--- src/rtl/sent_tx_pkg.sv ---
// Shared definitions for the SENT transmit frame path: format codes,
// nibble type codes, FSM state codes, CRC4 table and data packing.
package sent_tx_pkg;

    // Frame format select codes (mode_i / load_bit_o)
    localparam logic [2:0] MODE_OFF      = 3'b000;
    localparam logic [2:0] MODE_2X12     = 3'b001;
    localparam logic [2:0] MODE_12_A     = 3'b010;
    localparam logic [2:0] MODE_12_INV_A = 3'b011;
    localparam logic [2:0] MODE_12_INV_B = 3'b100;
    localparam logic [2:0] MODE_12_B     = 3'b101;
    localparam logic [2:0] MODE_14_10    = 3'b110;
    localparam logic [2:0] MODE_16_8     = 3'b111;

    // Nibble type codes seen by the pulse generator
    localparam logic [1:0] NIB_SYNC   = 2'b00;
    localparam logic [1:0] NIB_STATUS = 2'b01;
    localparam logic [1:0] NIB_DATA   = 2'b10;
    localparam logic [1:0] NIB_CRC    = 2'b11;

    // CRC register start value for every frame
    localparam logic [3:0] CRC_SEED = 4'h5;

    // Frame sequencer states
    localparam logic [2:0] ST_IDLE   = 3'd0;
    localparam logic [2:0] ST_REQ    = 3'd1;
    localparam logic [2:0] ST_SYNC   = 3'd2;
    localparam logic [2:0] ST_STATUS = 3'd3;
    localparam logic [2:0] ST_DATA   = 3'd4;
    localparam logic [2:0] ST_CRC    = 3'd5;

    // CRC4 lookup for polynomial x^4+x^3+x^2+1, indexed by the current CRC
    function automatic logic [3:0] crc4_table(input logic [3:0] idx);
        logic [3:0] t;
        case (idx)
            4'd0:    t = 4'd0;
            4'd1:    t = 4'd13;
            4'd2:    t = 4'd7;
            4'd3:    t = 4'd10;
            4'd4:    t = 4'd14;
            4'd5:    t = 4'd3;
            4'd6:    t = 4'd9;
            4'd7:    t = 4'd4;
            4'd8:    t = 4'd1;
            4'd9:    t = 4'd12;
            4'd10:   t = 4'd6;
            4'd11:   t = 4'd11;
            4'd12:   t = 4'd15;
            4'd13:   t = 4'd2;
            4'd14:   t = 4'd8;
            default: t = 4'd5;
        endcase
        return t;
    endfunction

    // Number of data nibbles carried by each format
    function automatic logic [2:0] nib_count(input logic [2:0] mode);
        logic [2:0] n;
        case (mode)
            MODE_2X12, MODE_14_10, MODE_16_8: n = 3'd6;
            MODE_12_INV_A, MODE_12_INV_B:     n = 3'd4;
            MODE_12_A, MODE_12_B:             n = 3'd3;
            default:                          n = 3'd0;
        endcase
        return n;
    endfunction

    // Left-aligned data word; the most significant nibble is sent first
    function automatic logic [23:0] pack_data(input logic [2:0]  mode,
                                              input logic [15:0] f1,
                                              input logic [11:0] f2);
        logic [23:0] w;
        case (mode)
            MODE_2X12:                    w = {f1[11:0], f2};
            MODE_14_10:                   w = {f1[13:0], f2[9:0]};
            MODE_16_8:                    w = {f1, f2[7:0]};
            MODE_12_A, MODE_12_B:         w = {f1[11:0], 12'h000};
            MODE_12_INV_A, MODE_12_INV_B: w = {f1[11:0], ~f1[11:8], 8'h00};
            default:                      w = 24'h000000;
        endcase
        return w;
    endfunction

endpackage

--- src/rtl/sent_tx_crc4.sv ---
// One combinational SENT CRC4 step: crc_out = nib_in ^ T[crc_in].
// Feeding nib_in = 0 gives the final zero-nibble augmentation.
module sent_tx_crc4
    import sent_tx_pkg::*;
(
    input  logic [3:0] crc_in,
    input  logic [3:0] nib_in,
    output logic [3:0] crc_out
);

    assign crc_out = nib_in ^ crc4_table(crc_in);

endmodule

--- src/rtl/sent_tx_frame_ctrl.sv ---
// SENT transmit frame sequencer: requests fast-channel data, packs it into
// nibbles, runs the CRC4 and streams sync/status/data/CRC nibbles over a
// valid/ready handshake to the pulse generator.
module sent_tx_frame_ctrl
    import sent_tx_pkg::*;
#(
    parameter int REQ_TIMEOUT = 64,
    parameter int TMO_W       = 7
) (
    input  logic        clk_tx,
    input  logic        reset_n_tx,
    input  logic        enable_i,
    input  logic [2:0]  mode_i,
    input  logic [3:0]  status_nib_i,
    output logic [2:0]  load_bit_o,
    input  logic        done_pre_data_i,
    input  logic [15:0] data_f1_i,
    input  logic [11:0] data_f2_i,
    output logic [3:0]  nib_o,
    output logic [1:0]  nib_type_o,
    output logic        nib_valid_o,
    input  logic        nib_ready_i,
    output logic        frame_done_o,
    output logic        frame_err_o,
    output logic        busy_o
);

    // Last REQ count before the request is abandoned
    localparam logic [TMO_W-1:0] TMO_LAST = TMO_W'(REQ_TIMEOUT - 1);

    logic [2:0]       state;
    logic [2:0]       mode_q;
    logic [3:0]       status_q;
    logic [23:0]      shift_q;
    logic [2:0]       nib_cnt;
    logic [TMO_W-1:0] tmo_cnt;
    logic [3:0]       crc_q;
    logic [3:0]       crc_nib_in;
    logic [3:0]       crc_next;
    logic             start_ok;
    logic             accept;

    assign start_ok = enable_i && (mode_i != MODE_OFF);
    assign accept   = nib_valid_o && nib_ready_i;
    assign busy_o   = (state != ST_IDLE);

    // In CRC state the step runs with a zero nibble, giving T[crc] as the checksum
    assign crc_nib_in = (state == ST_DATA) ? shift_q[23:20] : 4'h0;

    sent_tx_crc4 u_crc4 (
        .crc_in  (crc_q),
        .nib_in  (crc_nib_in),
        .crc_out (crc_next)
    );

    // Decode the offered nibble and the data request purely from registered state
    always_comb begin
        load_bit_o  = MODE_OFF;
        nib_o       = 4'h0;
        nib_type_o  = NIB_SYNC;
        nib_valid_o = 1'b0;
        case (state)
            ST_REQ: begin
                load_bit_o = mode_q;
            end
            ST_SYNC: begin
                nib_valid_o = 1'b1;
                nib_type_o  = NIB_SYNC;
            end
            ST_STATUS: begin
                nib_valid_o = 1'b1;
                nib_o       = status_q;
                nib_type_o  = NIB_STATUS;
            end
            ST_DATA: begin
                nib_valid_o = 1'b1;
                nib_o       = shift_q[23:20];
                nib_type_o  = NIB_DATA;
            end
            ST_CRC: begin
                nib_valid_o = 1'b1;
                nib_o       = crc_next;
                nib_type_o  = NIB_CRC;
            end
            default: begin
                load_bit_o = MODE_OFF;
            end
        endcase
    end

    // Frame sequencing, data capture/shift, CRC accumulation and status pulses
    always_ff @(posedge clk_tx or negedge reset_n_tx) begin
        if (!reset_n_tx) begin
            state        <= ST_IDLE;
            mode_q       <= MODE_OFF;
            status_q     <= 4'h0;
            shift_q      <= 24'h000000;
            nib_cnt      <= 3'd0;
            tmo_cnt      <= '0;
            crc_q        <= CRC_SEED;
            frame_done_o <= 1'b0;
            frame_err_o  <= 1'b0;
        end else begin
            frame_done_o <= 1'b0;
            frame_err_o  <= 1'b0;
            case (state)
                ST_IDLE: begin
                    if (start_ok) begin
                        mode_q   <= mode_i;
                        status_q <= status_nib_i;
                        tmo_cnt  <= '0;
                        state    <= ST_REQ;
                    end
                end
                ST_REQ: begin
                    if (done_pre_data_i) begin
                        shift_q <= pack_data(mode_q, data_f1_i, data_f2_i);
                        nib_cnt <= nib_count(mode_q);
                        tmo_cnt <= '0;
                        state   <= ST_SYNC;
                    end else if (tmo_cnt == TMO_LAST) begin
                        frame_err_o <= 1'b1;
                        tmo_cnt     <= '0;
                        state       <= ST_IDLE;
                    end else begin
                        tmo_cnt <= tmo_cnt + 1'b1;
                    end
                end
                ST_SYNC: begin
                    if (accept) begin
                        state <= ST_STATUS;
                    end
                end
                ST_STATUS: begin
                    if (accept) begin
                        state <= ST_DATA;
                    end
                end
                ST_DATA: begin
                    if (accept) begin
                        shift_q <= {shift_q[19:0], 4'h0};
                        crc_q   <= crc_next;
                        nib_cnt <= nib_cnt - 1'b1;
                        if (nib_cnt == 3'd1) begin
                            state <= ST_CRC;
                        end
                    end
                end
                ST_CRC: begin
                    if (accept) begin
                        frame_done_o <= 1'b1;
                        crc_q        <= CRC_SEED;
                        if (start_ok) begin
                            mode_q   <= mode_i;
                            status_q <= status_nib_i;
                            tmo_cnt  <= '0;
                            state    <= ST_REQ;
                        end else begin
                            state <= ST_IDLE;
                        end
                    end
                end
                default: begin
                    state <= ST_IDLE;
                end
            endcase
        end
    end

endmodule

--- config.mk ---
export PLATFORM = sky130hd
export DESIGN_NAME = sent_tx_frame_ctrl
export DESIGN_NICKNAME = d
export VERILOG_FILES = /design/src/rtl/sent_tx_pkg.sv /design/src/rtl/sent_tx_crc4.sv /design/src/rtl/sent_tx_frame_ctrl.sv
export SDC_FILE = /design/constraint.sdc
export NUM_CORES = 1
export LEC_CHECK = 0
export ABC_AREA = 1
export CAP_MARGIN = 10
export CORE_MARGIN = 2
export CORE_UTILIZATION = 35
export CTS_CLUSTER_SIZE = 30
export DETAILED_ROUTE_END_ITERATION = 7
export GPL_ROUTABILITY_DRIVEN = 0
export GPL_TIMING_DRIVEN = 0
export PLACE_DENSITY_LB_ADDON = 0.05
export SYNTH_ARGS = -nofsm -noshare
export SYNTH_HDL_FRONTEND = slang
export SYNTH_SLANG_ARGS = --single-unit
--- constraint.sdc ---
create_clock -name clk_tx -period 2.2 [get_ports clk_tx]
set_input_delay 0.66 -clock clk_tx [delete_from_list [all_inputs] [get_ports clk_tx]]
set_output_delay 0.66 -clock clk_tx [all_outputs]
set_load 0.1 [all_outputs]
==> results.json <==
{
  "multiInputGateArea_sq_um": 1940,
  "cp.required_ns": 1.54,
  "cts_hold_buf": 0,
  "ys_ff_latch": 50,
  "peakVddDrop_mv": 0.861,
  "skew_ns": 0.0119,
  "cts_buffers": 5,
  "power_switching_w": 0.00343,
  "hpwlAfterDp_um": 6650,
  "die_h_um": 101,
  "cts.htree.levels": 2,
  "syn-cell-area_sq_um": 3280,
  "grt_use_total_pct": 18.7,
  "final_nets": 605,
  "syn_inst": 471,
  "hold_violations": 0,
  "fmax_mhz": 397,
  "fin_cells": 669,
  "worstHoldPathType": "input port to asynchronous set/reset pin",
  "rr_endpoint": "crc_q[3]",
  "cts.sink_count": 50,
  "worstPathMaxFanout": 3,
  "ys_dominant_reg_cell": "dfrtp_1",
  "clockBufferDepth": 2,
  "combinationalPowerShare_pct": 65.7,
  "routed_wl_um": 8940,
  "maxCapViolations": 0,
  "power_frac_seq_pct": 22.8,
  "area_growth_pct": 41.4,
  "slew_viol_final": 0,
  "core_sq_um": 9150,
  "rsz0062_at_grt": "yes",
  "synth_async_sr_flop_share_pct": 100,
  "grt_pass1_wl_um": 15000,
  "antenna_found_initial": 0,
  "drcViolationCount": 0,
  "wl_per_cell_um": 13.4,
  "violations": "setup timing",
  "drtIter0Drc": 145,
  "place_area_sq_um": 4130,
  "regArea_sq_um": 1260,
  "grt_pass1_vias": 3017,
  "synth_warnings": 0,
  "rows": 35,
  "leakagePower_nw": 2.29,
  "cp-end-kind": "output port",
  "fill_cells": 899,
  "synth_cell_types": 36,
  "avgViaCountPerCell": 4.78,
  "critical_path.slowest_cell": "dfstp_2",
  "grt_max_degree": 31,
  "min_period_ns": 2.52,
  "worst-setup-path-type": "flop to output port",
  "die_w_um": 101,
  "worst_pin_slew_ns": 0.949,
  "post-route-period-util_pct": 114,
  "ys_seq_area_share_pct": 38.2,
  "globalRouteOverflowTotal": 0,
  "syn_avg_cell_area_sq_um": 6.97,
  "synth-edff-count": 0,
  "cts-root-buf": "clkbuf_8",
  "ios": 53,
  "n_antenna_cell": 0,
  "die_area_sq_um": 10200,
  "critPathLaunchType": "flop",
  "worstReg2RegStart": "crc_q[0]",
  "swShare_pct": 48.7,
  "tns_ns": -1.19,
  "cp.arrival_ns": 1.86,
  "r2r_slack_ns": -0.24,
  "cts_tree": "done",
  "power.clock.fraction_pct": 11.5,
  "r2r_cells": 16,
  "cpPeakStageDelay_ns": 0.56,
  "fin_ws_ns": -0.319,
  "outcome": "finished, violations left",
  "portBuffers": 52,
  "drive_gt1_share_pct": 23.3,
  "p_int_w": 0.00362,
  "placedCellCount": 635,
  "p_per_area_nw_per_um2": 1520,
  "clk_latency_ns": 0.31,
  "slew_headroom_pct": 37.0,
  "ant_nets": 0,
  "crit_chain": "inv_2 -> ha_4 -> xor2_4 -> nand2_2 -> a31oi_4 -> buf_12",
  "num_vias": 3197,
  "final_area_sq_um": 4640,
  "syn_nets": 519,
  "setup_viol": 6,
  "initial_utilization_pct": 35.9,
  "cts.reportedPaths.clkPinSlew_ns": 0.10,
  "firstDrtPassIters": 5
}
[cell usage after synthesis, drive strengths merged, types with 3 or more instances]
| library cell | instances | area share (%) |
|---|---|---|
| a21oi | 41 | 6.3 |
| a31oi | 3 | 0.57 |
| buf | 15 | 3.0 |
| dfrtp | 48 | 37 |
| ha | 8 | 3.0 |
| inv | 62 | 7.1 |
| nand2 | 119 | 14 |
| nand3 | 37 | 5.8 |
| nand4 | 3 | 0.57 |
| nor2 | 85 | 10 |
| o21ai | 25 | 5.1 |
| xor2 | 6 | 1.6 |
[metal layers]
| layer | vias to the layer above | global-route usage [%] | routed length [um] |
|---|---|---|---|
| met4 | 0 | 4.43 | 103 |
| met5 | - | 0 | 0 |
| met3 | 11 | 2.84 | 413 |
| met2 | 78 | 28.2 | 3890 |
| met1 | 1450 | 28.2 | 4530 |
| li1 | 1658 | - | - |
[repair_timing]
item / CTS / global route
buffers inserted: 22 / 6
endpoints found under the hold margin: 0 / 0
pin swaps: 14 / 10
gates resized for setup: 99 / 16
setup endpoints to repair: 13 / 11
[through the flow]
| stage | setup WS, ns | utilization (%) | power, W | hold WS (ns) |
|---|---|---|---|---|
| floorplan | -0.172 | - | 0.00462 | 0.364 |
| global route | -0.379 | 50.7 | 0.00765 | 0.348 |
| finish | -0.319 | 50.7 | 0.00705 | 0.312 |
| global placement | -1.40 | 44.9 | 0.00546 | 0.470 |
| detailed placement | -0.918 | 45.1 | 0.00549 | 0.482 |
| CTS | -0.347 | 50.0 | 0.00689 | 0.326 |
[cell type report]
class / instances / area share, %
repair buffers: 80 / 17.5
clock inverters: 2 / 1.29
well taps: 111 / 2.99
multi-input cells: 342 / 41.8
flip-flops and latches: 50 / 27.1
clock buffers: 6 / 1.78
inverters: 62 / 5.31
plain buffers: 16 / 2.35
[power by group through the flow]
| stage | clock network [W] | registers, W | logic (W) |
|---|---|---|---|
| after floorplan | 0 | 0.00156 | 0.00306 |
| after global placement | 0 | 0.00162 | 0.00384 |
| after detailed placement | 0 | 0.00162 | 0.00387 |
| after CTS | 0.000837 | 0.00160 | 0.00446 |
| after global routing | 0.000872 | 0.00166 | 0.00512 |
| final | 0.000813 | 0.00160 | 0.00463 |
[state kept, by name (all words and copies together), names as in the netlist]
register,count
nib_cnt,3
tmo_cnt,7
mode_q,3
state,3
crc_q,4
frame_err_o,1
shift_q,24
frame_done_o,1
status_q,4
[cell usage in the layout, fill, tap and decap left out, types with 5 or more instances in the layout]
master,count
a21oi_1,39
buf_12,6
buf_2,11
buf_4,25
buf_6,8
clkbuf_8,6
clkdlybuf4s50_1,38
dfrtp_1,46
ha_1,5
inv_1,53
nand2_1,106
nand2_2,8
nand2_4,5
nand3_1,35
nor2_1,75
nor2_4,7
o21ai_0,11
o21ai_2,11
[worst max-delay path by stage]
stage / startpoint / to / cells after the start
CTS: crc_q[0] / nib_o[2] / 6
global placement: reset_n_tx / state[2] / 1
finish: crc_q[0] / nib_o[2] / 6
detailed placement: crc_q[0] / nib_o[2] / 6
global route: crc_q[0] / nib_o[2] / 6
floorplan: crc_q[0] / nib_o[2] / 5
[cells by family (layout without fill, tap and decap cells)]
family,Yosys count,after routing,synth area share [%]
AND/OR/NAND/NOR,248,248,31.4
adder cells (fa/ha/maj),8,8,3.05
XOR/XNOR,8,8,2.13
AO/OA/AOI/OAI,78,78,14.8
buffers and inverters,79,166,10.4
flip-flops,50,50,38.2
[critical path: cells and delay by family, from the launching register on]
kind	cells	cell delay [ns]
adder cells (fa/ha/maj)	1	0.30
XOR/XNOR	1	0.17
flip-flops	1	0.56
buffers and inverters	2	0.25
AND/OR/NAND/NOR	1	0.08
AO/OA/AOI/OAI	1	0.19
(Power assumes the default switching activity.)
